--- src/rtl/router_port_rx.sv ---
// Downstream consumer for one router output port: drains the port FIFO, parses
// header/payload/parity, forwards payload to a valid/ready sink and keeps status counters.
module router_port_rx #(
  parameter logic [1:0] PORT_ID = 2'd0,
  parameter logic [7:0] GAP_MAX = 8'd24
) (
  input  logic        clock,
  input  logic        resetn,
  input  logic        vld_out,
  input  logic [7:0]  data_out,
  input  logic        sink_ready,
  output logic        read_enb,
  output logic        byte_valid,
  output logic [7:0]  byte_data,
  output logic        pkt_start,
  output logic [5:0]  pkt_len,
  output logic [1:0]  pkt_addr,
  output logic        addr_err,
  output logic        pkt_done,
  output logic        parity_err,
  output logic        pkt_abort,
  output logic [15:0] pkt_count,
  output logic [15:0] err_count
);

  typedef enum logic [1:0] {StIdle, StPayload, StParity} state_e;

  state_e      state_q, state_d;
  logic        rd_q;
  logic [7:0]  acc_q, acc_d;
  logic [5:0]  rem_q, rem_d;
  logic [7:0]  gap_q, gap_d;
  logic [5:0]  len_q, len_d;
  logic [1:0]  addr_q, addr_d;
  logic        start_q, start_d, aerr_q, aerr_d, done_q, done_d, perr_q, perr_d;
  logic [15:0] pkt_cnt_q, pkt_cnt_d, err_cnt_q, err_cnt_d;

  logic [7:0]  q_mem [2];
  logic        q_wptr_q, q_rptr_q;
  logic [1:0]  occ_q, occ_d;
  logic        push, pop, abort, err_evt;
  logic [2:0]  occ_sum;

  assign byte_valid = (occ_q != 2'd0);
  assign byte_data  = q_mem[q_rptr_q];
  assign pop        = byte_valid & sink_ready;
  // Reserve queue room for any byte in flight, header and parity included.
  assign occ_sum    = {1'b0, occ_q} + {2'b00, rd_q} - {2'b00, pop};
  assign read_enb   = vld_out & (occ_sum < 3'd2);
  assign abort      = (state_q != StIdle) & ~vld_out & (gap_q == GAP_MAX - 8'd1);

  assign pkt_start  = start_q;
  assign addr_err   = aerr_q;
  assign pkt_done   = done_q;
  assign parity_err = perr_q;
  assign pkt_abort  = abort;
  assign pkt_len    = len_q;
  assign pkt_addr   = addr_q;
  assign pkt_count  = pkt_cnt_q;
  assign err_count  = err_cnt_q;
  assign err_evt    = perr_q | aerr_q | abort;

  always_comb begin
    state_d = state_q;
    acc_d   = acc_q;
    rem_d   = rem_q;
    gap_d   = vld_out ? 8'd0 : gap_q + 8'd1;
    len_d   = len_q;
    addr_d  = addr_q;
    start_d = 1'b0;
    aerr_d  = 1'b0;
    done_d  = 1'b0;
    perr_d  = 1'b0;
    push    = 1'b0;
    unique case (state_q)
      StIdle: begin
        if (rd_q) begin
          len_d   = data_out[7:2];
          addr_d  = data_out[1:0];
          acc_d   = data_out;
          rem_d   = data_out[7:2];
          start_d = 1'b1;
          aerr_d  = (data_out[1:0] != PORT_ID);
          state_d = (data_out[7:2] != 6'd0) ? StPayload : StParity;
        end
      end
      StPayload: begin
        if (rd_q) begin
          push  = 1'b1;
          acc_d = acc_q ^ data_out;
          rem_d = rem_q - 6'd1;
          if (rem_q == 6'd1) state_d = StParity;
        end
      end
      StParity: begin
        if (rd_q) begin
          done_d  = 1'b1;
          perr_d  = (data_out != acc_q);
          state_d = StIdle;
        end
      end
      default: state_d = StIdle;
    endcase
    if (abort) begin
      state_d = StIdle;
      acc_d   = 8'd0;
      rem_d   = 6'd0;
      push    = 1'b0;
    end
    if (state_d == StIdle) gap_d = 8'd0;
    occ_d     = occ_q + {1'b0, push} - {1'b0, pop};
    pkt_cnt_d = (done_q && pkt_cnt_q != 16'hFFFF) ? pkt_cnt_q + 16'd1 : pkt_cnt_q;
    err_cnt_d = (err_evt && err_cnt_q != 16'hFFFF) ? err_cnt_q + 16'd1 : err_cnt_q;
  end

  always_ff @(posedge clock or negedge resetn) begin
    if (!resetn) begin
      state_q   <= StIdle;
      rd_q      <= 1'b0;
      acc_q     <= 8'd0;
      rem_q     <= 6'd0;
      gap_q     <= 8'd0;
      len_q     <= 6'd0;
      addr_q    <= 2'd0;
      start_q   <= 1'b0;
      aerr_q    <= 1'b0;
      done_q    <= 1'b0;
      perr_q    <= 1'b0;
      pkt_cnt_q <= 16'd0;
      err_cnt_q <= 16'd0;
      q_mem[0]  <= 8'd0;
      q_mem[1]  <= 8'd0;
      q_wptr_q  <= 1'b0;
      q_rptr_q  <= 1'b0;
      occ_q     <= 2'd0;
    end else begin
      state_q   <= state_d;
      rd_q      <= read_enb;
      acc_q     <= acc_d;
      rem_q     <= rem_d;
      gap_q     <= gap_d;
      len_q     <= len_d;
      addr_q    <= addr_d;
      start_q   <= start_d;
      aerr_q    <= aerr_d;
      done_q    <= done_d;
      perr_q    <= perr_d;
      pkt_cnt_q <= pkt_cnt_d;
      err_cnt_q <= err_cnt_d;
      occ_q     <= occ_d;
      if (push) begin
        q_mem[q_wptr_q] <= data_out;
        q_wptr_q        <= ~q_wptr_q;
      end
      if (pop) q_rptr_q <= ~q_rptr_q;
    end
  end

endmodule
--- config.mk ---
export PLATFORM = sky130hd
export DESIGN_NAME = router_port_rx
export DESIGN_NICKNAME = d
export VERILOG_FILES = /design/src/rtl/router_port_rx.sv
export SDC_FILE = /design/constraint.sdc
export NUM_CORES = 1
export LEC_CHECK = 0
export CAP_MARGIN = 20
export CORE_ASPECT_RATIO = 1.75
export CORE_MARGIN = 3
export CORE_UTILIZATION = 55
export DETAILED_ROUTE_END_ITERATION = 16
export DONT_BUFFER_PORTS = 1
export GPL_TIMING_DRIVEN = 0
export PLACE_DENSITY = 0.77
export SLEW_MARGIN = 15
export SYNTH_ARGS = -nofsm -noshare
export SYNTH_HDL_FRONTEND = slang
export SYNTH_SLANG_ARGS = --single-unit
export TNS_END_PERCENT = 1
--- constraint.sdc ---
create_clock -name clock -period 5.9 [get_ports clock]
set_clock_uncertainty 0.2 [all_clocks]
set_input_delay 0.295 -clock clock [delete_from_list [all_inputs] [get_ports clock]]
set_output_delay 0.295 -clock clock [all_outputs]
set_load 0.005 [all_outputs]
==> impl_metrics.py, run 1 <==
metrics = {
    "yosys": {
        "synthSimpleGateAreaFrac_pct": 17.3,
        "synth_common_cells": "dfrtp_1, xor2_1, mux2_2",
        "yosysSeqAreaShare_pct": 49.4,
        "synth_edf_count": 0,
        "synth_top_family_by_area": "simple AND/OR/NAND/NOR gates",
        "synthXorXnorAreaFrac_pct": 8.75,
        "postSynthCellCount": 406,
        "syn_nets": 427,
        "synth_most_common_cell": "dfrtp_1",
        "yosysTopAreaCellShare_pct": 49.4,
        "synth_mux_area_share_pct": 10.5,
        "syn_area_um2": 4500,
        "ys_top_cells_by_area": "dfrtp_1, mux2_2, xor2_1",
        "synth_cell_types": 55,
        "synth_seq_cells": 89,
        "syn_area_per_cell_um2": 11.1,
        "ys.flop_type": "dfrtp_1",
        "yosysTopAreaCell": "dfrtp_1",
        "synth_compound_area_share_pct": 8.17,
        "async_reset_ff_share_pct": 100,
        "synthAdderAreaFrac_pct": 2.67,
        "yosys_warnings": 0,
    },
    "power": {
        "ir_drop_uv": 227,
        "p_int_mw": 1.44,
        "power_density_nw_per_um2": 421,
        "p_switching_uw": 679,
        "p_comb_share_pct": 27.1,
        "seqPwrFrac_pct": 43.5,
        "power_frac_clock_pct": 29.4,
        "p_leak_nw": 2.25,
        "power_switching_share_pct": 32.1,
        "total_power_mw": 2.12,
    },
    "floorplanning": {
        "pin_count": 67,
        "core_um2": 7960,
        "row_count": 43,
        "initial_core_util_pct": 56.6,
        "die_area_um2": 9350,
        "die_w_um": 74.4,
        "die_h_um": 126,
    },
    "outcome": {
        "status": "complete, no violations",
    },
    "detailed_routing": {
        "wl_um": 9890,
        "wl_met3_um": 547,
        "drt-pass1-iter-count": 4,
        "drc": 0,
        "drt-wirelength-per-cell_um": 19.1,
        "met1Wirelength_um": 3620,
        "dr.first_iter.drc_count": 214,
        "vias_per_cell": 6.17,
        "dr.max_layer_used": "met4",
        "dr_total_vias": 3200,
        "ant_nets": 0,
        "met2_length_um": 5580,
    },
    "sta": {
        "tightest_slew_ps": 745,
        "fmax_mhz": 334,
        "rsz0062_at_grt": "false",
        "tns_ps": 0,
        "hold_ws_ps": 37.4,
        "final.min_clock_period_ps": 3000,
        "setup_violations": 0,
        "slew_headroom_pct": 49.7,
        "worst_slack_ps": 2900,
        "slew_violations": 0,
        "final.period_utilization_pct": 50.8,
        "final-hold-violation-count": 0,
    },
    "clock_network": {
        "tritoncts": "done",
        "htree_levels": 3,
        "cts_resized": 0,
        "cts_sinks": 89,
        "cts_buffers": 9,
        "cts-root-buf": "clkbuf_16",
        "postCtsSetupRepairBufs": 0,
        "clock_latency_ps": 340,
        "clkTransAtPathRegs_ps": 70,
        "clockBufferDepth": 2,
    },
    "setup_path": {
        "worstPathArrival_ps": 2500,
        "r2r_setup_slack_ps": 3170,
        "critPathCaptureType": "primary output",
        "path_max_fanout": 3,
        "required_ps": 5410,
        "critical_path_class": "reg -> out",
        "setup.worst_path.start_class": "flop",
    },
    "layout": {
        "final_core_util_pct": 63.2,
        "n_antenna_cell": 0,
        "area_growth_pct": 11.7,
        "fin_area_um2": 5030,
        "final_cells": 519,
        "final_layout_size_suffix_gt1_share_pct": 16.1,
        "num-fill-cells": 630,
        "nets": 445,
    },
    "placed_design": {
        "dp_cells": 496,
        "pre_cts_slack_ps": 3180,
        "io_buffers": 0,
        "placed_area_um2": 4620,
        "gp_congestion": 0.842,
        "post-dp-hpwl_um": 6920,
    },
    "global_route": {
        "grt_max_degree": 90,
        "grt_pass1_vias": 3275,
        "track_usage_pct": 22.0,
        "grt_remaining_overflow": 0,
        "antenna_found_initial": 0,
        "grt_pass1_wl_um": 15900,
    },
    "hold_path": {
        "worstHoldPathType": "in -> reg",
    },
    "run": {
        "drv_cap": 0,
    },
}
==> path summary, 6_finish.rpt <==
path | from | endpoint | cells after the start
min in group asynchronous | resetn | pkt_count[6] | 2
setup reg to reg | gap_q[0] | occ_q[1] | 9
max in group asynchronous | resetn | pkt_count[12] | 2
hold / removal | data_out[1] | acc_q[1] | 3
hold reg to reg | gap_q[0] | gap_q[0] | 1
setup / recovery | occ_q[1] | read_enb | 7
==> timing repair <==
action	in CTS	in global routing
hold buffers	7	0
endpoints found under the hold margin	107	0
endpoints found under the setup margin	0	0
==> cell usage in the layout (no fill, tap or decap), types with 2 or more instances in the layout <==
cell and n:
buf_6 4, a21boi_0 2, o21ai_0 13, buf_2 2, inv_6 3, nor2_1 27
clkbuf_1 14, dfrtp_1 89, bufinv_16 2, nor3b_1 7, nand2b_1 2, a22oi_1 8
buf_1 2, o22ai_1 3, and4_1 6, and3_1 4, nor4_1 7, and2_1 3
a211oi_1 3, xor2_1 37, xnor2_1 8, nor3_1 18, and3_2 2, a21oi_1 13
nand4_1 7, nand2_1 20, nor2b_1 4, clkbuf_16 9, inv_1 7, dlygate4sd3_1 6
nand3_1 18, ha_1 8, mux2i_1 8, mux2_2 35
==> power by group through the flow <==
stage                     registers, mW  logic [mW]  clock network [mW]
after detailed placement          0.931       0.554                   0
after floorplan                   0.889       0.449                   0
after global placement            0.914       0.531                   0
after CTS                         0.920       0.579               0.632
after global routing              0.941       0.643               0.663
final                             0.921       0.573               0.623
==> routing by layer <==
metal | track usage, % | up-vias
met4 | 6.92 | 0
met2 | 40.4 | 103
met5 | 0 | -
met3 | 6.07 | 13
met1 | 23.5 | 1603
li1 | - | 1481
==> cell type report <==
cell class              instances  area, µm²  share of cell area, %
repair buffers                  7       87.6                   1.74
multi-input cells             288       2140                   42.5
plain buffers                  22        115                   2.29
clock buffers                   9        225                   4.48
well taps                      90        113                   2.24
inverters                       7       26.3                  0.522
flip-flops and latches         89       2230                   44.3
clock inverters                 7        100                   1.99
==> state kept, by name, indices dropped and copies added (netlist names), 6 cells and up <==
signal and cells:
err_count 16, pkt_count 16, q_mem 16, acc_q 8
gap_q 8, pkt_len 6, rem_q 6
==> kinds of logic after synthesis <==
kind of cell / Yosys count
AND/OR/NAND/NOR: 136
flip-flops: 89
AO/OA/AOI/OAI: 55
XOR/XNOR: 45
multiplexers: 43
buffers and inverters: 29
adder cells (fa/ha/maj): 9
==> worst max-delay path, cell delays in order (launching register included) <==
cell     delay, ps
dfrtp_1        420
inv_1          130
nand2_1        110
and2_1         220
ha_1           290
nor2b_1        140
fa_1           430
nor3b_1        430
Power figures use the tool's default switching activity.
==> run 2, diff against run 1 <==
--- a/config.mk
+++ b/config.mk
@@ -12,7 +12,7 @@
 export DETAILED_ROUTE_END_ITERATION = 16
 export DONT_BUFFER_PORTS = 1
 export GPL_TIMING_DRIVEN = 0
-export PLACE_DENSITY = 0.77
+export PLACE_DENSITY = 0.8
 export SLEW_MARGIN = 15
 export SYNTH_ARGS = -nofsm -noshare
 export SYNTH_HDL_FRONTEND = slang
==> constraint.sdc (replaced) <==
create_clock -name clock -period 2.6 [get_ports clock]
set_clock_uncertainty 0.2 [all_clocks]
set_input_delay 0.13 -clock clock [delete_from_list [all_inputs] [get_ports clock]]
set_output_delay 0.13 -clock clock [all_outputs]
set_load 0.005 [all_outputs]
==> run 2 against run 1 <==
Effect of this change:
- register-to-register slack got worse by 3000 ps
- critical path type unchanged
- first-iteration DRC count fell by 15%
- count of clock-buffer cells in the layout up 2
- via count rose by 0.38%
- setup slack got worse by 2800 ps
==> impl_metrics.py, run 2 (synthesized netlist as in run 1, its figures left out) <==
metrics = {
    "detailed_routing": {
        "drt-pass1-iter-count": 4,
        "dr.first_iter.drc_count": 182,
        "dr_total_vias": 3212,
        "vias_per_cell": 6.14,
        "drc": 0,
        "ant_nets": 0,
        "wl_um": 9940,
        "drt-wirelength-per-cell_um": 19.0,
    },
    "global_route": {
        "grt_pass1_vias": 3358,
        "grt_remaining_overflow": 0,
        "grt_max_degree": 90,
        "track_usage_pct": 22.3,
        "antenna_found_initial": 0,
        "grt_pass1_wl_um": 16200,
    },
    "setup_path": {
        "path_max_fanout": 10,
        "worstPathArrival_ps": 2210,
        "critPathCaptureType": "primary output",
        "critical_path_class": "reg -> out",
        "required_ps": 2270,
        "setup.worst_path.start_class": "flop",
    },
    "run": {
        "drv_cap": 0,
    },
    "clock_network": {
        "clkTransAtPathRegs_ps": 60,
        "clockBufferDepth": 2,
        "tritoncts": "done",
        "cts_buffers": 9,
        "cts_sinks": 89,
        "clock_latency_ps": 340,
        "cts-root-buf": "clkbuf_16",
        "htree_levels": 3,
    },
    "power": {
        "power_frac_clock_pct": 25.5,
        "p_int_mw": 3.12,
        "power_switching_share_pct": 33.0,
        "p_leak_nw": 2.23,
        "ir_drop_uv": 615,
        "p_comb_share_pct": 29.7,
        "p_switching_mw": 1.54,
        "power_density_nw_per_um2": 918,
        "seqPwrFrac_pct": 44.8,
    },
    "floorplanning": {
        "die_w_um": 74.4,
        "die_area_um2": 9350,
        "pin_count": 67,
        "die_h_um": 126,
        "initial_core_util_pct": 56.6,
        "row_count": 43,
        "core_um2": 7960,
    },
    "sta": {
        "slew_violations": 0,
        "final-hold-violation-count": 0,
        "slew_headroom_pct": 57.6,
        "worst_slack_ps": 58.2,
        "final.min_clock_period_ps": 2540,
        "final.period_utilization_pct": 97.8,
        "tightest_slew_ps": 636,
        "tns_ps": 0,
        "setup_violations": 0,
        "fmax_mhz": 393,
        "rsz0062_at_grt": "true",
    },
    "layout": {
        "final_layout_size_suffix_gt1_share_pct": 18.2,
        "area_growth_pct": 12.6,
        "fin_area_um2": 5070,
        "nets": 449,
        "n_antenna_cell": 0,
        "layout_common_cells": "dfrtp_1, xor2_1, mux2_2, nor2_1, nand2_1",
        "final_core_util_pct": 63.7,
        "final_cells": 523,
        "final_common_cell": "dfrtp_1",
    },
    "placed_design": {
        "io_buffers": 0,
        "pre_cts_slack_ps": -72.4,
        "gp_congestion": 0.804,
        "placed_area_um2": 4620,
        "post-dp-hpwl_um": 6790,
        "dp_cells": 496,
    },
    "hold_path": {
        "worstHoldPathType": "in -> reg",
    },
    "outcome": {
        "status": "complete, no violations",
    },
}
## run 2: cell types whose count changed in the layout (fill, tap and decap cells not counted), moves of 2 or more
cell,previous run,this run
clkinvlp_4,0,3
buf_4,0,2
bufinv_16,2,0
clkbuf_1,14,16
dlygate4sd3_1,6,8
inv_1,7,5
inv_2,0,2
inv_6,3,1
## run 2: repair_timing
item | in CTS | in global routing
setup buffers | 0 | 2
hold buffers | 9 | 0
endpoints found under the setup margin | 18 | 11
pin swaps | 1 | 2
resized for setup | 3 | 9
endpoints found under the hold margin | 122 | 0
## run 2: worst paths after layout
check	startpoint	end	slack (ps)	cells after the start
max in group asynchronous	resetn	pkt_count[2]	1660	2
hold / removal	data_out[6]	parity_err	8	3
setup / recovery	gap_q[5]	pkt_abort	60	3
hold reg to reg	gap_q[0]	gap_q[0]	300	1
min in group asynchronous	resetn	rem_q[3]	150	2
setup reg to reg	state_q[1]	occ_q[1]	170	9
## run 2: cell type report
| class | count | area [µm²] |
|---|---|---|
| Sequential cell | 89 | 2230 |
| Timing Repair Buffer | 11 | 123 |
| Clock buffer | 11 | 233 |
| Clock inverter | 5 | 40.0 |
| Inverter | 7 | 26.3 |
| Tap cell | 90 | 113 |
| Fill cell | 620 | 2890 |
| Multi-Input combinational cell | 288 | 2190 |
| Buffer | 22 | 115 |
## run 2: layer usage
metal	track usage, %	wire length [µm]
met5	0	0
met4	10.9	312
met3	4.47	477
met2	39.7	5500
met1	24.3	3640
## run 2: through the flow
stage	power [mW]	hold WS, ps
after floorplan	3.03	-366
after global placement	3.27	-362
after detailed placement	3.35	-362
after CTS	4.61	13.5
after global routing	4.96	20.5
final	4.66	8.33
## run 2: worst max-delay path, stage by stage (launching register included)
cell and delay [ps]:
dfrtp_1 440, or4b_4 590, nor3_2 360, clkbuf_1 470
## run 2: power by group through the flow
stage	Sequential [mW]	Combinational, mW	Clock, mW
final	2.09	1.38	1.19
after global routing	2.14	1.54	1.28
after CTS	2.09	1.32	1.21
after detailed placement	2.10	1.24	0
after global placement	2.08	1.19	0
after floorplan	2.02	1.02	0
==> run 3, diff against run 2 <==
--- a/config.mk
+++ b/config.mk
@@ -7,12 +7,13 @@
 export LEC_CHECK = 0
 export CAP_MARGIN = 20
 export CORE_ASPECT_RATIO = 1.75
-export CORE_MARGIN = 3
+export CORE_MARGIN = 5
 export CORE_UTILIZATION = 55
 export DETAILED_ROUTE_END_ITERATION = 16
 export DONT_BUFFER_PORTS = 1
 export GPL_TIMING_DRIVEN = 0
 export PLACE_DENSITY = 0.8
+export SETUP_SLACK_MARGIN = 0.5
 export SLEW_MARGIN = 15
 export SYNTH_ARGS = -nofsm -noshare
 export SYNTH_HDL_FRONTEND = slang
==> run 3 against run 2 <==
Effect of this change:
- count of clock-buffer cells in the layout shrank 1
- die area grew 8.7%
- final area grew 0.47%
- critical path type unchanged
- via count shrank 0.16%
- critical path depth grew 5
- critical endpoint is now read_enb
- the run now ends with negative hold slack left
==> impl_metrics.py, run 3 (synthesized netlist as in run 1, its figures left out) <==
metrics = {
    "setup_path": {
        "cp_slowest_stage_delay_ps": 390,
        "rr_startpoint": "state_q[1]",
        "critPathCaptureType": "primary output",
        "crit_chain": "inv_2 > nand2_2 > and2_4 > ha_4 > nor2b_4 > fa_2 > xnor2_2 > nor3b_4",
        "r2r_setup_slack_ps": 250,
        "crit_start": "occ_q[1]",
        "critical_path_class": "reg -> out",
        "worstReg2RegEnd": "occ_q[1]",
        "worst_path_max_delay_cell": "dfrtp_1",
        "path_max_fanout": 2,
        "required_ps": 2270,
        "ff2ff_path_depth": 9,
        "setup.worst_path.start_class": "flop",
        "endpoint": "read_enb",
        "worstPathArrival_ps": 2080,
    },
    "sta": {
        "final-hold-violation-count": 89,
        "slew_violations": 0,
        "rsz0062_at_grt": "true",
        "tightest_slew_ps": 632,
        "hold_ws_ps": -708,
        "final.period_utilization_pct": 92.8,
        "fmax_mhz": 415,
        "slew_headroom_pct": 57.9,
        "final.min_clock_period_ps": 2410,
        "setup_violations": 0,
        "tns_ps": 0,
    },
    "detailed_routing": {
        "drc": 0,
        "wl_um": 10000,
        "dr_total_vias": 3207,
        "drt-pass1-iter-count": 4,
        "ant_nets": 0,
        "drt-wirelength-per-cell_um": 19.2,
        "dr.first_iter.drc_count": 202,
        "vias_per_cell": 6.13,
    },
    "floorplanning": {
        "die_w_um": 78.4,
        "die_area_um2": 10200,
        "pin_count": 67,
        "initial_core_util_pct": 56.6,
        "die_h_um": 130,
        "row_count": 43,
        "core_um2": 7960,
    },
    "power": {
        "ir_drop_uv": 714,
        "power_density_nw_per_um2": 941,
        "p_leak_nw": 2.22,
    },
    "layout": {
        "num-fill-cells": 631,
        "area_growth_pct": 13.1,
        "seq_area_um2": 2230,
        "final_common_cell": "dfrtp_1",
        "nets": 449,
        "layout_common_cells": "dfrtp_1, xor2_1, mux2_2, nor2_1, nand2_1",
        "n_antenna_cell": 0,
        "multiInputGateArea_um2": 2220,
        "final_core_util_pct": 64.0,
        "fin_area_um2": 5090,
        "final_layout_size_suffix_gt1_share_pct": 20.3,
    },
    "run": {
        "drv_cap": 0,
    },
    "global_route": {
        "track_usage_pct": 21.1,
        "antenna_found_initial": 0,
        "grt_remaining_overflow": 0,
        "grt_pass1_vias": 3374,
        "grt_max_degree": 90,
        "grt_pass1_wl_um": 16800,
    },
    "placed_design": {
        "post-dp-hpwl_um": 7100,
        "placed_area_um2": 4650,
        "gp_congestion": 0.859,
        "io_buffers": 0,
    },
    "clock_network": {
        "clkTransAtPathRegs_ps": 60,
        "cts_buffers": 9,
        "ctsHoldBuffers": 6,
        "htree_levels": 3,
        "tritoncts": "done",
        "clockBufferDepth": 2,
        "cts_sinks": 89,
        "cts-root-buf": "clkbuf_16",
        "clock_latency_ps": 340,
    },
    "outcome": {
        "violations": "negative hold slack",
        "status": "finished, violations left",
    },
    "hold_path": {
        "worstHoldPathType": "in -> async",
    },
}
run 3: final cells by class:
class	instances	share of cell area, %
Multi-Input combinational cell	288	43.5
Tap cell	90	2.21
Sequential cell	89	43.7
Clock buffer	10	4.50
Buffer	22	2.33
Timing Repair Buffer	11	1.92
Inverter	7	0.516
Clock inverter	6	1.28
run 3: where the power goes:
group          leakage (nW)  internal [mW]  switching [mW]  total [mW]
clock network         0.143          0.748           0.520        1.27
registers              1.08           1.77           0.313        2.08
logic                 0.997          0.758           0.687        1.44
run 3: how the worst min path moves through the flow:
stage	depth (start not counted)	slack (ps)	start	endpoint
final	0	-710	resetn	rem_q[0]
after floorplan	0	-370	resetn	acc_q[0]
after detailed placement	0	-360	resetn	pkt_count[6]
after CTS	0	-730	resetn	err_count[2]
after global placement	0	-360	resetn	pkt_count[6]
after global routing	0	-730	resetn	addr_err
run 3: layer usage:
metal,up-vias,GRT usage [%],share of wire [%]
met5,-,0,0
met4,0,8.34,2.3
met3,15,6.22,5.7
met2,95,39.0,55
met1,1602,22.5,37
li1,1495,-,-
run 3: what timing repair did:
| item | CTS | global route |
|---|---|---|
| setup buffers | 5 | 0 |
| pin swaps | 4 | 0 |
| hold endpoints to repair | 122 | 89 |
| setup endpoints to repair | 59 | 73 |
| gates resized for setup | 12 | 1 |
run 3: critical path: cells and delay by family (launching register included):
family / cells / cell delay [ps]
AND/OR/NAND/NOR: 4 / 480
flip-flops: 1 / 390
XOR/XNOR: 1 / 160
adder cells (fa/ha/maj): 2 / 650
buffers and inverters: 1 / 70
run 3: per-stage QoR:
stage / instances / hold WS (ps) / worst slack [ps] / power [mW]
detailed placement: 496 / -362 / 47.2 / 3.37
global placement: 496 / -362 / 78.2 / 3.30
CTS: 523 / -728 / 181 / 4.82
floorplan: 406 / -366 / 489 / 3.05
global route: 523 / -732 / 74.9 / 5.11
finish: 523 / -708 / 188 / 4.79
